==> src/rtl/ram_bist_ctrl.sv <==
// ram_bist_ctrl: write/read-back BIST sequencer for a single-port RAM.
// Fills the array with a selectable pattern, reads every word back through a
// one-deep expected-data pipeline and reports busy/done/pass/first fail address.
// Steps only on tick, so all RAM-side outputs hold for a whole tick period.
// Optional: define RAM_BIST_ERRCNT_EN to add the err_cnt total-mismatch output.
module ram_bist_ctrl #(
   parameter int         AW   = 7,
   parameter int         DW   = 8,
   parameter logic [7:0] SEED = 8'hA5
) (
   input  logic          clk,
   input  logic          rst,
   input  logic          tick,
   input  logic          start,
   input  logic [1:0]    pattern,
   output logic [AW-1:0] ram_a,
   output logic [DW-1:0] ram_d,
   output logic          ram_we,
   input  logic [DW-1:0] ram_q,
   output logic          busy,
   output logic          done,
   output logic          pass,
   output logic [AW-1:0] fail_addr
`ifdef RAM_BIST_ERRCNT_EN
   ,
   output logic [AW:0]   err_cnt
`endif
);

   typedef enum logic [2:0] {
      S_IDLE,
      S_WRITE,
      S_READ,
      S_DRAIN,
      S_DONE
   } state_t;

   state_t        state_reg;
   logic [AW-1:0] addr_reg;
   logic [1:0]    pat_reg;
   logic [7:0]    lfsr_reg;
   logic [DW-1:0] exp_reg;
   logic [AW-1:0] exp_addr_reg;
   logic          pipe_valid_reg;
   logic          err_reg;
`ifdef RAM_BIST_ERRCNT_EN
   logic [AW:0]   err_cnt_reg;
`endif

   // 8-bit Fibonacci LFSR step used by pattern 3
   function automatic logic [7:0] lfsr_step(input logic [7:0] l);
      return {l[6:0], l[7] ^ l[5] ^ l[4] ^ l[3]};
   endfunction

   // Pattern word for address n; l is the LFSR value belonging to that address
   function automatic logic [DW-1:0] pat_word(input logic [1:0]    p,
                                              input logic [AW-1:0] n,
                                              input logic [7:0]    l);
      logic [DW-1:0] w;
      case (p)
         2'd0:    w = DW'(n);
         2'd1:    w = n[0] ? DW'(8'hAA) : DW'(8'h55);
         2'd2:    w = ~DW'(n);
         default: w = DW'(l);
      endcase
      return w;
   endfunction

   logic [AW-1:0] addr_inc;
   logic [7:0]    lfsr_adv;
   logic          at_max;
   logic [DW-1:0] cur_word;
   logic [DW-1:0] next_word;
   logic          mismatch;

   assign addr_inc  = addr_reg + AW'(1);
   assign lfsr_adv  = lfsr_step(lfsr_reg);
   assign at_max    = (addr_reg == {AW{1'b1}});
   assign cur_word  = pat_word(pat_reg, addr_reg, lfsr_reg);
   assign next_word = pat_word(pat_reg, addr_inc, lfsr_adv);
   // A compare happens only on a stepping tick of the read/drain phases with a valid expectation
   assign mismatch  = tick && pipe_valid_reg && (ram_q != exp_reg) &&
                      ((state_reg == S_READ) || (state_reg == S_DRAIN));

   // Sequencer FSM with registered RAM-side and status outputs
   always_ff @(posedge clk) begin
      if (rst) begin
         state_reg      <= S_IDLE;
         addr_reg       <= '0;
         pat_reg        <= '0;
         lfsr_reg       <= SEED;
         exp_reg        <= '0;
         exp_addr_reg   <= '0;
         pipe_valid_reg <= 1'b0;
         err_reg        <= 1'b0;
         ram_a          <= '0;
         ram_d          <= '0;
         ram_we         <= 1'b0;
         busy           <= 1'b0;
         done           <= 1'b0;
         pass           <= 1'b0;
         fail_addr      <= '0;
`ifdef RAM_BIST_ERRCNT_EN
         err_cnt_reg    <= '0;
`endif
      end else begin
         case (state_reg)
            S_IDLE, S_DONE: begin
               // start wins over a coincident tick; the first write step waits for the next tick
               if (start) begin
                  state_reg      <= S_WRITE;
                  addr_reg       <= '0;
                  lfsr_reg       <= SEED;
                  pat_reg        <= pattern;
                  pipe_valid_reg <= 1'b0;
                  err_reg        <= 1'b0;
                  ram_a          <= '0;
                  ram_d          <= pat_word(pattern, '0, SEED);
                  ram_we         <= 1'b1;
                  busy           <= 1'b1;
                  done           <= 1'b0;
                  pass           <= 1'b0;
                  fail_addr      <= '0;
`ifdef RAM_BIST_ERRCNT_EN
                  err_cnt_reg    <= '0;
`endif
               end
            end
            S_WRITE: begin
               if (tick) begin
                  if (at_max) begin
                     state_reg <= S_READ;
                     addr_reg  <= '0;
                     lfsr_reg  <= SEED;
                     ram_a     <= '0;
                     ram_d     <= '0;
                     ram_we    <= 1'b0;
                  end else begin
                     addr_reg  <= addr_inc;
                     lfsr_reg  <= lfsr_adv;
                     ram_a     <= addr_inc;
                     ram_d     <= next_word;
                  end
               end
            end
            S_READ: begin
               if (tick) begin
                  // The word read at this address returns on the next tick
                  exp_reg        <= cur_word;
                  exp_addr_reg   <= addr_reg;
                  pipe_valid_reg <= 1'b1;
                  if (at_max) begin
                     state_reg <= S_DRAIN;
                  end else begin
                     addr_reg  <= addr_inc;
                     lfsr_reg  <= lfsr_adv;
                     ram_a     <= addr_inc;
                  end
               end
            end
            S_DRAIN: begin
               if (tick) begin
                  state_reg      <= S_DONE;
                  pipe_valid_reg <= 1'b0;
                  busy           <= 1'b0;
                  done           <= 1'b1;
                  pass           <= ~(err_reg | mismatch);
               end
            end
            default: begin
               state_reg <= S_IDLE;
               ram_we    <= 1'b0;
               busy      <= 1'b0;
            end
         endcase

         // Only the first mismatch is recorded as the fail address
         if (mismatch) begin
            err_reg <= 1'b1;
            if (!err_reg) begin
               fail_addr <= exp_addr_reg;
            end
`ifdef RAM_BIST_ERRCNT_EN
            err_cnt_reg <= err_cnt_reg + (AW+1)'(1);
`endif
         end
      end
   end

`ifdef RAM_BIST_ERRCNT_EN
   assign err_cnt = err_cnt_reg;
`endif

endmodule
==> config.mk <==
export PLATFORM = sky130hd
export DESIGN_NAME = ram_bist_ctrl
export DESIGN_NICKNAME = d
export VERILOG_FILES = /design/src/rtl/ram_bist_ctrl.sv
export SDC_FILE = /design/constraint.sdc
export NUM_CORES = 1
export LEC_CHECK = 0
export ABC_AREA = 1
export BUFFER_PORTS_ARGS = -buffer_cell sky130_fd_sc_hd__buf_2
export CAP_MARGIN = 10
export CORE_UTILIZATION = 55
export DETAILED_ROUTE_END_ITERATION = 8
export PLACE_DENSITY_LB_ADDON = 0.25
export SETUP_SLACK_MARGIN = 0.15
export SLEW_MARGIN = 5
export SYNTH_ARGS = -nofsm -noshare
export SYNTH_HDL_FRONTEND = slang
export SYNTH_SLANG_ARGS = --single-unit
==> constraint.sdc <==
create_clock -name clk -period 2 [get_ports clk]
set_input_delay 0.6 -clock clk [delete_from_list [all_inputs] [get_ports clk]]
set_output_delay 0.6 -clock clk [all_outputs]
set_load 0.02 [all_outputs]
Word level (Yosys, flattened, before mapping)
Index checks and enable logic that the tools add are counted.
{"block": "op_classes", "reduce_logical": 26, "div_mod_pow": 0, "muxes": 46, "shifts": 0, "multipliers": 0, "bitwise_logic": 9, "eq_ne": 17, "addsub": 1, "order_cmp": 0}
{"cell": "8-bit case mux with 3 select lines", "n": 4}
{"cell": "8-bit 2-to-1 mux", "n": 10}
{"cell": "7-bit 2-to-1 mux", "n": 9}
{"cell": "7-bit case mux with 3 select lines", "n": 1}
{"cell": "3-bit 2-to-1 mux", "n": 6}
{"cell": "7-bit NOT with 8-bit output", "n": 2}
{"cell": "8-bit case mux with 2 select lines", "n": 1}
{"cell": "2-bit != test, second input constant", "n": 7}
{"cell": "3-bit case mux with 4 select lines", "n": 1}
{"cell": "1-bit 2-to-1 mux", "n": 9}
{"cell": "1-bit case mux with 3 select lines", "n": 3}
{"cell": "3-bit AND reduction", "n": 3}
{"cell": "8-bit != test", "n": 1}
{"cell": "4-bit AND reduction", "n": 2}
{"cell": "2-bit nonzero test", "n": 4}
{"cell": "7-bit by 1-bit adder with 7-bit output, second input constant", "n": 1}
{"cell": "7-bit == test, second input constant", "n": 1}
{"cell": "3-bit by 2-bit == test with 1-bit output, second input constant", "n": 2}
{"cell": "2-bit AND reduction", "n": 3}
{"cell": "6-bit AND reduction", "n": 1}
{"cell": "3-bit nonzero test", "n": 2}
{"cell": "2-bit OR reduction", "n": 3}
{"cell": "5-bit AND reduction", "n": 1}
{"cell": "2-bit by 1-bit == test with 1-bit output, second input constant", "n": 2}
{"cell": "other kinds (11)", "n": 20}
{"block": "totals", "input_bits": 14, "out_inout_bits": 26, "ramBits": 0, "elab_cells": 113, "latchBits": 0, "memories": 0, "romBits": 0, "regBits": 56}

Depth between registers and ports, before layout
{"block": "logic_depth", "depth_word": 7, "ltp_mapped": 11, "depth_no_buf": 11}

Worst setup path after synthesis
Ideal clock, no wire load.
{"block": "synth_timing", "path_kind": "reg2reg", "startpoint": "reg addr_reg[1]", "endpoint": "reg addr_reg[2]", "required_ns": 1.870, "t_arrival_ns": 1.607, "n_path_buf": 0, "path_stages_with_launch": 11, "setup_ns": 0.130, "period_less_slack_ns": 1.737, "setup_slack_ns": 0.263, "path_cell_list": "dfxtp_1 -> ha_1 -> nand2_2 -> nor2_2 -> nand3_2 -> nand2_1 -> nand2_4 -> inv_2 -> nor2_1 -> o21ai_1 -> nor2_1"}
{"block": "synth_via", "elab_chain_len": 4, "elab_cells_between_ends": 9, "cone_classes": "1 x add/sub; 2 x eq/ne; 5 x mux; 1 x reduce/logical"}
{"element": "start, declared", "line": "39", "text": "logic [AW-1:0] addr_reg;"}
{"element": "start signal, assigned", "line": "139", "text": "addr_reg <= addr_inc;"}
{"element": "start signal, assigned", "line": "155", "text": "addr_reg <= addr_inc;"}
{"element": "7-bit by 1-bit adder with 7-bit output or 7-bit == test (tied branches)", "line": "76, 78"}
{"element": "7-bit 2-to-1 mux (on tied branches)", "line": "152, 131"}
{"element": "7-bit 2-to-1 mux (on tied branches)", "line": "147, 130"}
{"element": "7-bit case mux with 3 select lines", "line": "107", "text": "case (state_reg)"}
Parallel ways exist; a longest one is shown, timed or not. The select of a mux whose other input is x is not followed.
A chain may end at the register's enable or synchronous reset.

Worst setup path in the final report
{"block": "layout_timing", "startpoint": "reg addr_reg[0]", "endpoint": "reg addr_reg[5]"}
Same word-level chain as after synthesis.

==> impl_results.md <==
- Post-CTS setup buffers: 0
- Cells after Synth: 419
- First DRT Iteration DRCs: 147
- Cell area after placement: 0.00322 mm^2
- Library cells used by synthesis: 37
- CTS tree: yes
- Clk pwr share: 0.139
- Worst slew pin tran: 568 ps
- Num CTS Buffers: 5
- Most common cell in the synthesized netlist: nand2_1
- Core ar.: 0.00514 mm^2
- Fraction of layout cells with a size suffix above 1: 0.190
- Min Clock Period, post-route: 1760 ps
- Yosys warns: 0
- Post-DR vias/cell: 5.45
- Leakage: 1.45 nW
- Synthesis-to-finish area growth: 12.5%
- All-Layer GR Usage: 0.277
- Clk sinks: 56
- Routed wire length: 7.45 mm
- Worst Skew: 6.99 ps
- Cell taking the most area after synthesis: dfxtp_1
- Min-delay worst type: reg2reg
- Switching power: 2.20 mW
- Crit path setup slack, layout: 240 ps
- Die height: 75.4 um
- Pre-CTS WS: 208 ps
- Final nets: 475
- Pwr Density: 1390 mW/mm^2
- DIE AREA: 0.00568 mm^2
- Critical path class: reg2reg
- DR pass1 iterations: 4
- Comb pwr share: 0.511
- ANT nets after route: 0
- Largest net degree at the start of global routing: 32
- Switching Share: 0.473
- Synth top area share: 0.379
- Final Cycle Share: 0.880
- Final setup vio count: 0
- # resized after CTS: 0
- Fin. max-slew vios: 0
- FP Rows: 26
- Post-route cell area: 0.00333 mm^2
- Max clock buf depth: 2
- Setup TNS: 0 ps
- Number of global-route vias before repair: 2498
- Worst-Skew Late Latency: 310 ps
- CTS HTree Levels: 2
- Final Hold Fails: 0
- RSZ-0062 raised after global routing: yes
- Fillers: 493
- I/O Pins: 40
- Routability congestion estimate: 1.00
- Synthesized flop and latch total: 56
- Mean post-synth cell area: 7.07 um^2
- ANT cells: 0
- Outcome: finished, final reports clean
- P_int: 2.45 mW
- DR WL/cell: 14.1 um
- DP Wirelength: 5.71 mm
- Sequential Power Share: 0.351
- Port Buffer Count: 39
- Asr flop ratio synth: 0
- EDFF count, synth: 0
- Effective utilization at floorplan: 0.576
- Via count: 2877
- Critical-path top delay cell: dfxtp_1
- Area contributors post-synth: dfxtp_1 38%, nand2_1 11%, a21oi_1 7.4%, o21ai_0 6.4%, nand3_1 6.3%
- Mapped cell area: 0.00296 mm^2
- Fmax: 568 MHz
- Multi-input gate area: 0.00160 mm^2
- Most used cell, CP: nand3_2
- Max Cap Viol: 0
- Syn nets: 437
- FF/Latch Area: 0.00112 mm^2
- Reg clk slew, reported paths: 100 ps
- CP max FO: 19
- Hold bufs inserted after CTS: 0
- Residual DRC: 0
- Most instantiated cells after synthesis: 87 x nand2_1, 56 x dfxtp_1, 44 x a21oi_1
- Worst slew margin: 0.621
- Clk root buf: clkbuf_8
- Crit path arrival time: 1960 ps
- Global-route wire length before repair: 11.8 mm
- Sequential fraction of the synthesis area: 0.379
- Total global routing overflow: 0
- Initial antenna violation count: 0
- Kind of end point of the critical path: register
- Worst endpoint required time: 2200 ps
- CP startpoint kind: register
- Peak supply drop: 804 uV
- Die width: 75.4 um
- CP Cell Sequence: ha_2, nand2_2, nor2_2, nand3_2, nand2_1, nand3_2, nand2_8, inv_4, o21ai_0, nor2_1
- Top_reg_cell synth: dfxtp_1
- CP peak stage delay: 420 ps
cells in the final DEF, fill, tap and decap left out, types with 2 or more instances in the layout:
cell type and n:
a21oi_2 3, o211ai_2 2, nand3_1 37, xor2_1 2, o211ai_1 5, a21oi_1 44
nand3_2 5, o21ai_2 3, inv_2 7, buf_2 39, ha_1 3, nor2_1 34
o21ai_1 6, a31oi_1 3, nand2_1 86, buf_4 5, dfxtp_1 56, xnor2_1 12
nand2_2 3, inv_1 36, nor2_2 4, o21ai_0 38, clkbuf_8 6
final cells by class:
cell class                      count  share of cell area
Clock buffer                        7              0.0259
Clock inverter                      1             0.00225
Inverter                           45              0.0515
Multi-Input combinational cell    304               0.482
Sequential cell                    56               0.337
Tap cell                           70              0.0263
Timing Repair Buffer               45              0.0759
worst max-delay path, delay by kind of cell (launching register included):
| kind | cells | cell delay, ps |
|---|---|---|
| adder cells (fa/ha/maj) | 1 | 240 |
| AND/OR/NAND/NOR | 7 | 690 |
| flip-flops | 1 | 420 |
| AO/OA/AOI/OAI | 1 | 180 |
| buffers and inverters | 1 | 100 |
worst paths after layout:
check | end | depth (start not counted) | startpoint | slack (ps)
min reg2reg | busy | 2 | busy | 470
max reg2reg | addr_reg[5] | 10 | addr_reg[0] | 240
max | addr_reg[5] | 10 | addr_reg[0] | 240
min | busy | 2 | busy | 470
power groups by stage:
stage / registers [mW] / logic [mW] / clock network (mW)
after floorplan: 1.76 / 1.70 / 0
after global placement: 1.64 / 2.27 / 0
after detailed placement: 1.65 / 2.31 / 0
after CTS: 1.63 / 2.33 / 0.664
after global routing: 1.67 / 2.65 / 0.704
final: 1.63 / 2.37 / 0.644
per-layer routing:
metal | vias up | GRT usage | wire (um) | part of all wire
li1 | 1456 | - | - | -
met1 | 1320 | 0.372 | 3350 | 0.45
met2 | 89 | 0.459 | 3510 | 0.47
met3 | 12 | 0.0437 | 459 | 0.062
met4 | 0 | 0.0823 | 132 | 0.018
met5 | - | 0 | 0 | 0
logic make-up (layout without fill, tap and decap cells):
kind of cell,Yosys count,in the layout,synth area share
DFF,56,56,0.379
adders and majority gates,4,4,0.0169
and+or+nand+nor,178,178,0.274
AOI/OAI and AO/OA,108,108,0.204
buffers and inverters,59,98,0.0845
xor gates and xnor gates,14,14,0.0414
stage by stage:
step / hold WS [ps] / std cells / utilization / total power, mW
4_1_cts: 471 / 528 / 0.645 / 4.62
5_1_grt: 506 / 528 / 0.648 / 5.02
3_3_place_gp: 452 / 520 / 0.627 / 3.91
6_report: 475 / 528 / 0.648 / 4.65
3_5_place_dp: 456 / 520 / 0.627 / 3.96
2_1_floorplan: 457 / 419 / - / 3.46
Power figures use the tool's default switching activity.
